===== config.mk =====
export PLATFORM = sky130hd
export DESIGN_NAME = fb_scan_arbiter
export DESIGN_NICKNAME = d
export VERILOG_FILES = /design/src/rtl/fb_pkg.sv /design/src/rtl/fb_addr_gen.sv /design/src/rtl/fb_scan_arbiter.sv
export SDC_FILE = /design/constraint.sdc
export NUM_CORES = 1
export LEC_CHECK = 0
export CAP_MARGIN = 20
export CORE_MARGIN = 2
export CORE_UTILIZATION = 45
export CTS_CLUSTER_DIAMETER = 100
export DETAILED_ROUTE_END_ITERATION = 8
export PLACE_DENSITY = 0.85
export SLEW_MARGIN = 10
export SYNTH_ARGS = -nofsm -noshare
export SYNTH_HDL_FRONTEND = slang
export SYNTH_HIERARCHICAL = 1
export SYNTH_SLANG_ARGS = --single-unit

===== constraint.sdc =====
create_clock -name clk_in -period 3.5 [get_ports clk_in]
set_input_delay 0.35 -clock clk_in [delete_from_list [all_inputs] [get_ports clk_in]]
set_output_delay 0.35 -clock clk_in [all_outputs]
set_load 0.02 [all_outputs]

===== src/rtl/fb_pkg.sv =====
// rtl/fb_pkg.sv - shared grant type, geometry defaults and helpers for the frame-buffer arbiter
package fb_pkg;

    typedef enum logic [1:0] {
        GNT_NONE  = 2'd0,
        GNT_FETCH = 2'd1,
        GNT_WRITE = 2'd2
    } gnt_t;

    localparam int FB_W_DEF   = 320;
    localparam int FB_H_DEF   = 240;
    localparam int ADDR_W_DEF = 17;
    localparam int DATA_W_DEF = 12;

    localparam int DISP_W = 640;
    localparam int DISP_H = 480;
    localparam int POS_W  = 12;

    function automatic logic [7:0] max_u8(input logic [7:0] a, input logic [7:0] b);
        return (a > b) ? a : b;
    endfunction

endpackage


===== src/rtl/fb_addr_gen.sv =====
// rtl/fb_addr_gen.sv - combinational 640x480 scan position to 2x-downscaled buffer address
module fb_addr_gen
    import fb_pkg::*;
#(
    parameter int FB_W   = FB_W_DEF,
    parameter int ADDR_W = ADDR_W_DEF
) (
    input  logic [POS_W-1:0]  xpose,
    input  logic [POS_W-1:0]  ypose,
    output logic [ADDR_W-1:0] fb_addr
);

    logic [ADDR_W:0] row;
    logic [ADDR_W:0] col;
    logic [ADDR_W:0] row_base;
    logic [ADDR_W:0] sum;
    logic            unused_bits;

    // Position LSBs vanish in the 2x downscale; the carry bit is dropped by truncation.
    assign unused_bits = xpose[0] ^ ypose[0] ^ sum[ADDR_W];

    assign row = (ADDR_W+1)'(ypose[POS_W-1:1]);
    assign col = (ADDR_W+1)'(xpose[POS_W-1:1]);

    // 320 = 256 + 64, so the default width needs only two shifts and an add.
    generate
        if (FB_W == 320) begin : g_w320
            assign row_base = (row << 8) + (row << 6);
        end else begin : g_wgen
            assign row_base = row * (ADDR_W+1)'(FB_W);
        end
    endgenerate

    assign sum     = row_base + col;
    assign fb_addr = sum[ADDR_W-1:0];

endmodule


===== src/rtl/fb_scan_arbiter.sv =====
// rtl/fb_scan_arbiter.sv - frame-buffer RAM arbiter: display fetch priority, client writes, pixel register
module fb_scan_arbiter
    import fb_pkg::*;
#(
    parameter int FB_W   = FB_W_DEF,
    parameter int FB_H   = FB_H_DEF,
    parameter int ADDR_W = ADDR_W_DEF,
    parameter int DATA_W = DATA_W_DEF
) (
    input  logic              clk_in,
    input  logic              rst,
    input  logic              clk_div,
    input  logic              disp_active,
    input  logic [POS_W-1:0]  xpose,
    input  logic [POS_W-1:0]  ypose,
    input  logic              wr_blank_only,
    input  logic              wr_req,
    input  logic [ADDR_W-1:0] wr_addr,
    input  logic [DATA_W-1:0] wr_data,
    output logic              wr_ack,
    output logic              mem_en,
    output logic              mem_we,
    output logic [ADDR_W-1:0] mem_addr,
    output logic [DATA_W-1:0] mem_wdata,
    input  logic [DATA_W-1:0] mem_rdata,
    output logic [DATA_W-1:0] pixel,
    output logic              pixel_valid,
    output logic [7:0]        wr_stall_max
);

    gnt_t              gnt;
    gnt_t              gnt_next;
    logic              fetch_slot;
    logic              write_slot;
    logic              wr_ack_q;
    logic [ADDR_W-1:0] fb_addr;
    logic [7:0]        stall_cnt;
    logic [7:0]        stall_max;
    logic              unused_geometry_ok;

    // Geometry sanity flag: the buffer must fit in the address space.
    assign unused_geometry_ok = ((FB_W * FB_H - 1) < (1 << ADDR_W));

    fb_addr_gen #(
        .FB_W   (FB_W),
        .ADDR_W (ADDR_W)
    ) u_addr_gen (
        .xpose   (xpose),
        .ypose   (ypose),
        .fb_addr (fb_addr)
    );

    // Grant decision: display fetch is absolute; a write needs a free, non-back-to-back cycle.
    always_comb begin
        gnt_next   = GNT_NONE;
        fetch_slot = clk_div && disp_active;
        write_slot = !fetch_slot && wr_req && !wr_ack_q && (!wr_blank_only || !disp_active);
        if (rst) begin
            gnt_next = GNT_NONE;
        end else if (fetch_slot) begin
            gnt_next = GNT_FETCH;
        end else if (write_slot) begin
            gnt_next = GNT_WRITE;
        end
    end

    assign wr_ack       = (gnt_next == GNT_WRITE);
    assign wr_stall_max = stall_max;

    // Grant register and registered RAM command; address/data hold when idle.
    always_ff @(posedge clk_in) begin
        if (rst) begin
            gnt       <= GNT_NONE;
            wr_ack_q  <= 1'b0;
            mem_en    <= 1'b0;
            mem_we    <= 1'b0;
            mem_addr  <= '0;
            mem_wdata <= '0;
        end else begin
            gnt      <= gnt_next;
            wr_ack_q <= wr_ack;
            mem_en   <= (gnt_next != GNT_NONE);
            mem_we   <= (gnt_next == GNT_WRITE);
            case (gnt_next)
                GNT_FETCH: begin
                    mem_addr <= fb_addr;
                end
                GNT_WRITE: begin
                    mem_addr  <= wr_addr;
                    mem_wdata <= wr_data;
                end
                default: begin
                end
            endcase
        end
    end

    // Pixel register: capture the read issued last cycle; blank on a tick outside the active region.
    always_ff @(posedge clk_in) begin
        if (rst) begin
            pixel       <= '0;
            pixel_valid <= 1'b0;
        end else if (gnt == GNT_FETCH) begin
            pixel       <= mem_rdata;
            pixel_valid <= 1'b1;
        end else if (clk_div && !disp_active) begin
            pixel       <= '0;
            pixel_valid <= 1'b0;
        end
    end

    // Stall tracker: count waiting cycles, fold into the saturating maximum on each ack.
    always_ff @(posedge clk_in) begin
        if (rst) begin
            stall_cnt <= '0;
            stall_max <= '0;
        end else if (wr_ack) begin
            stall_max <= max_u8(stall_max, stall_cnt);
            stall_cnt <= '0;
        end else if (wr_req && (stall_cnt != 8'hFF)) begin
            stall_cnt <= stall_cnt + 8'd1;
        end
    end

endmodule


## Word-level counts from Yosys, hierarchy flattened

Cells that the tools add are included.

| word-level totals | value |
|---|---|
| bits in registers | 62 |
| input bits | 71 |
| output and inout port bits | 53 |
| logic and storage cells | 42 |

| operators by class | value |
|---|---|
| add/sub/neg operators | 3 |
| $lt $le $gt $ge | 1 |
| equal/unequal tests | 4 |
| multiplexer cells | 8 |
| bitwise gates (word level) | 1 |
| reductions and logical operators | 16 |

Operators by type and width:

| operator | number |
|---|---|
| one-hot mux 17 bit (2 select lines) | 1 |
| two-way mux 12 bit | 2 |
| adder 17 x 11 -> 17 bit | 1 |
| adder 17 bit | 1 |
| adder 8 x 1 -> 8 bit (second input constant) | 1 |
| > comparator 8 bit | 1 |
| != test 8 bit (second input constant) | 1 |
| logical AND 1 bit | 6 |
| two-way mux 2 bit | 3 |
| nonzero test 2 bit | 3 |
| equality test 2 x 1 -> 1 bit (second input constant) | 2 |
| logical NOT 1 bit | 4 |
| equality test 2 bit (second input constant) | 1 |
| two-way mux 1 bit | 2 |
| AND reduction 2 bit | 1 |
| OR reduction 2 bit | 1 |
| logical OR 1 bit | 1 |
| inverter 1 bit | 1 |

## Depth between registers and ports, before layout

Gate-level depths: netlist of run 1.

| depth | value |
|---|---|
| depth after elaboration | 10 |
| gate-level depth with buffers | 11 |
| depth with buffers taken out | 11 |

## Cells and area by module

Netlist of run 1, hierarchy kept.

Modules (own cells, without submodules):

| module | times used | cells an instance | area each (um2) | sequential area each (um2) |
|---|---|---|---|---|
| fb_scan_arbiter | 1 | 280 | 2676.3 | 1241.2 |
| fb_addr_gen | 1 | 70 | 616.8 | 0.0 |

## Least setup slack after synthesis of run 1

Ideal clock, no wire load.

| path | value |
|---|---|
| path kind | input port to flip-flop |
| from | input port xpose[9] |
| to | register mem_addr[16] |
| data arrival time | 2.495 ns |
| setup slack | 0.919 ns |
| stages | 11 |
| cells stage by stage | inv_1 fa_1 inv_1 ha_1 a21o_1 a2111oi_4 o21ai_1 a21oi_1 xnor2_1 mux2i_1 a211oi_1 |

| between the ends | value |
|---|---|
| word-level cells in the longest chain between the ends | 2 |

Ends and longest elaborated chain:

| element | RTL line | RTL |
|---|---|---|
| start: declaration | fb_scan_arbiter.sv:14 | `input logic [POS_W-1:0] xpose,` |
| adder 17 x 11 -> 17 bit | fb_addr_gen.sv:34 | `assign sum = row_base + col;` |
| via fb_addr[16] | fb_scan_arbiter.sv:36 | `logic [ADDR_W-1:0] fb_addr;` |
| one-hot mux 17 bit (2 select lines) | fb_scan_arbiter.sv:84 | `case (gnt_next)` |
| end signal: assignment | fb_scan_arbiter.sv:86 | `mem_addr <= fb_addr;` |
| end signal: assignment | fb_scan_arbiter.sv:89 | `mem_addr <= wr_addr;` |
| end: declaration | fb_scan_arbiter.sv:23 | `output logic [ADDR_W-1:0] mem_addr,` |

The timed path passes the listed nets, and every way through them passes these cells.
A chain may end at the register's enable or synchronous reset.

## Worst setup path after layout of run 1

| path | value |
|---|---|
| from | input port wr_req |
| to | output port wr_ack |

| between the ends | value |
|---|---|
| word-level cells in the longest chain between the ends | 7 |

Ends and longest elaborated chain:

| element | RTL line | RTL |
|---|---|---|
| start: declaration | fb_scan_arbiter.sv:17 | `input logic wr_req,` |
| logical AND 1 bit (3 in a row) | fb_scan_arbiter.sv:57 | `write_slot = !fetch_slot && wr_req && !wr_ack_q && (!wr_blank_only \|\| !disp_active);` |
| two-way mux 2 bit | fb_scan_arbiter.sv:62 | `end else if (write_slot) begin` |
| two-way mux 2 bit | fb_scan_arbiter.sv:60 | `end else if (fetch_slot) begin` |
| two-way mux 2 bit | fb_scan_arbiter.sv:58 | `if (rst) begin` |
| via gnt_next[1] | fb_scan_arbiter.sv:32 | `gnt_t gnt_next;` |
| equality test 2 bit | fb_scan_arbiter.sv:67 | `assign wr_ack = (gnt_next == GNT_WRITE);` |
| end: declaration | fb_scan_arbiter.sv:20 | `output logic wr_ack,` |

The timed path passes the listed nets, and every way through them passes these cells.

==> results of run 1 <==
[state kept, by name, indices dropped and copies added (netlist names)]
name and count:
mem_addr 17, mem_wdata 12, pixel 12, stall_cnt 8, wr_stall_max 8, gnt 2, mem_en 1, pixel_valid 1
wr_ack_q 1
[per-stage QoR]
stage / worst slack, ns / hold slack (ns) / area [um2] / instances / utilization (%)
after global routing: 0.332 / 0.236 / 4710 / 563 / 65.6
after floorplan: 0.919 / 0.475 / 3290 / 350 / -
after CTS: 0.505 / 0.229 / 4710 / 563 / 65.6
after detailed placement: 0.225 / 0.470 / 4520 / 548 / 63.0
after global placement: 0.300 / 0.443 / 4520 / 548 / 63.0
final: 0.521 / 0.250 / 4710 / 563 / 65.6
[cells by family (layout without fill, tap and decap cells)]
group | count (synthesis) | count (layout)
buffers and inverters | 45 | 159
adders and majority gates | 31 | 31
xor gates and xnor gates | 14 | 14
and+or+nand+nor | 105 | 105
DFF | 62 | 62
AOI/OAI and AO/OA | 55 | 55
muxes | 38 | 38
[area by class of cell]
| class | count | area, um2 |
|---|---|---|
| Sequential cell | 62 | 1240 |
| Clock buffer | 11 | 141 |
| Timing Repair Buffer | 124 | 1230 |
| Multi-Input combinational cell | 243 | 1850 |
| Tap cell | 99 | 124 |
| Clock inverter | 4 | 47.5 |
| Fill cell | 572 | 2470 |
| Inverter | 20 | 75.1 |
[power by group through the flow]
stage / sequential [mW] / combinational (mW) / clock [mW]
after floorplan: 0.812 / 0.244 / 0
after global placement: 0.775 / 0.449 / 0
after detailed placement: 0.776 / 0.462 / 0
after CTS: 0.761 / 0.465 / 0.618
after global routing: 0.766 / 0.509 / 0.651
final: 0.761 / 0.462 / 0.604
[metal layers]
metal | vias to the layer above | part of all wire (%) | global-route usage [%]
met3 | 10 | 6.8 | 5.26
li1 | 1419 | - | -
met5 | - | 0 | 0
met2 | 96 | 48 | 32.9
met1 | 1363 | 44 | 22.8
met4 | 0 | 1.3 | 7.60
[placed cells by master, fill, tap and decap left out, types with 2 or more instances in the layout]
master           netlist  routed
a211oi_1              17      17
a21o_1                 2       2
a21oi_1               11      11
a22oi_1               12      12
buf_4                  8       3
clkbuf_8               0      10
clkdlybuf4s50_1        0     120
clkinv_2               0       2
dfxtp_1               62      62
fa_1                   4       4
ha_1                  27      26
inv_1                 20      20
mux2i_1               38      38
nand2_1                4       4
nand2b_1              16      16
nand3_1                6       6
nand4_1                2       2
nor2_1                55      55
nor2b_1                5       5
nor3_1                 5       5
nor4b_1                2       2
o21ai_0                5       5
or2b_1                 2       2
xnor2_1               13      13
[path summary, 6_finish.rpt]
path | startpoint | endpoint | slack [ns] | depth (start not counted)
max reg2reg | wr_ack_q | mem_addr[1] | 1.29 | 5
min | rst | mem_en | 0.25 | 2
min reg2reg | wr_ack_q | gnt[1] | 0.48 | 1
max | wr_req | wr_ack | 0.52 | 5
[Yosys cell counts (2+ instances only)]
master | number | area share [%]
buf_1 | 2 | 0.23
a211oi_1 | 17 | 3.9
ha_1 | 27 | 10
nor2b_1 | 5 | 0.95
a21oi_1 | 11 | 1.7
a22oi_1 | 12 | 2.7
o21ai_0 | 5 | 0.76
buf_4 | 8 | 1.8
nand3_1 | 6 | 0.91
or2b_1 | 2 | 0.46
inv_1 | 20 | 2.3
nor4b_1 | 2 | 0.53
nand2_1 | 4 | 0.46
dfxtp_1 | 62 | 38
fa_1 | 4 | 2.4
nand2b_1 | 16 | 3.0
buf_2 | 5 | 0.76
xnor2_1 | 13 | 3.5
clkbuf_1 | 10 | 1.1
nand4_1 | 2 | 0.38
nor2_1 | 55 | 6.3
nor3_1 | 5 | 0.76
a21o_1 | 2 | 0.46
mux2i_1 | 38 | 12
==> impl_metrics.yaml, run 1 <==
routing:
  routedWlPerCell_um: 13.7
  drt-initial-drc-count: 86
  drc: 0
  vias: 2888
  ant_nets: 0
  vias_per_cell: 5.13
  drtPass1Iterations: 4
  wirelength_mm: 7.70
global_routing:
  grt_usage_pct: 19.2
  grt_overflow: 0
  grt_pass1_vias: 2793
  antenna_found_initial: 0
  grt_start_max_net_pins: 61
  grt_pass1_wl_mm: 12.1
run_status:
  outcome: "finished clean"
worst_setup_path:
  cp_data_required_time_ns: 3.15
  crit_path_max_incr_delay_ns: 0.67
  arrival_ns: 2.63
  cpMostUsedCell: "clkdlybuf4s50_1"
  crit_path_top_delay_cell: "clkdlybuf4s50_1"
  end_kind: "primary output"
  cp_max_fo: 12
  start_kind: "input pin"
  crit_buf_inv: 3
  cp_cell_sequence: "clkdlybuf4s50_1, inv_1, nor4b_1, ha_2, clkdlybuf4s50_1"
  critical_path_class: "in2out"
  crit_family: "buffers and inverters"
power:
  power_mw: 1.83
  p_switching_mw: 0.500
  switching_share_pct: 27.4
  pwr-share-clk_pct: 33.0
  power_frac_seq_pct: 41.7
  p_leak_nw: 1.76
  combPwrFrac_pct: 25.3
  p_int_mw: 1.33
  peakVddDrop_mv: 0.197
  power-per-cell-area_nw_per_um2: 388
timing:
  slew_headroom_pct: 36.3
  period_share_pct: 85.1
  layout_min_cycle_time_ns: 2.98
  max_freq_mhz: 336
  setup_viol: 0
  hold_viol_final: 0
  worst_pin_slew_ns: 0.953
  setup_tns_ns: 0
  skew_ns: 0.00844
  rsz0062_at_grt: "false"
  slew_viol_final: 0
synth:
  synth_top_family_by_area: "simple AND/OR/NAND/NOR gates"
  synthCells: 350
  synth_fp_nets: 452
  synth_edf_count: 0
  synth_compound_area_share_pct: 12.3
  synth_xor_area_share_pct: 3.72
  synth-simple-area-share_pct: 15.8
  yosysWarnings: 6
  synthMuxAreaShare_pct: 11.6
  synth_fa_ha_area_share_pct: 12.7
  synth_ff_type: "dfxtp_1"
  postSynthAreaPerCell_um2: 9.41
  ys_ff_latch: 62
  yosysSeqAreaShare_pct: 37.7
  ys_async_sr_fraction_pct: 0
  synth_cell_types: 41
  synth_area_um2: 3290
die:
  dieArea_um2: 8020
  initial_core_util_pct: 45.9
  coreArea_um2: 7180
  die_x_um: 89.5
  io_pins: 124
  num_rows: 31
  die_h_um: 89.5
clock_network:
  cts_tree: "built"
  cts.sinks: 62
  cts-root-buf: "clkbuf_8"
  ctsHoldBuffers: 0
  post_cts_resized: 0
  cts_buffer_depth: 2
  htreeDepth: 3
  clk_pin_slew_ns: 0.06
  post_cts_buffers: 0
  cts_buffers: 9
  clk_latency_ns: 0.33
final_layout:
  nNetsFinal: 562
  drive_above_1_share_pct: 5.60
  area_delta_synth_final_pct: 42.9
  antenna_cells: 0
run:
  maxCapViolCount: 0
worst_hold_path:
  hp-class: "in2reg"
placement:
  io_buffers: 121
  post-dp-hpwl_mm: 5.85
  gp_congestion: 0.897
Note: power is estimated with default switching activity, not from simulation.
==> run 2, diff against run 1 <==
--- a/config.mk
+++ b/config.mk
@@ -11,6 +11,7 @@
 export CTS_CLUSTER_DIAMETER = 100
 export DETAILED_ROUTE_END_ITERATION = 8
 export PLACE_DENSITY = 0.85
+export SKIP_LAST_GASP = 1
 export SLEW_MARGIN = 10
 export SYNTH_ARGS = -nofsm -noshare
 export SYNTH_HDL_FRONTEND = slang
==> results of run 2 <==
Same layout as run 1: the final DEF is identical, and so are final timing and power.
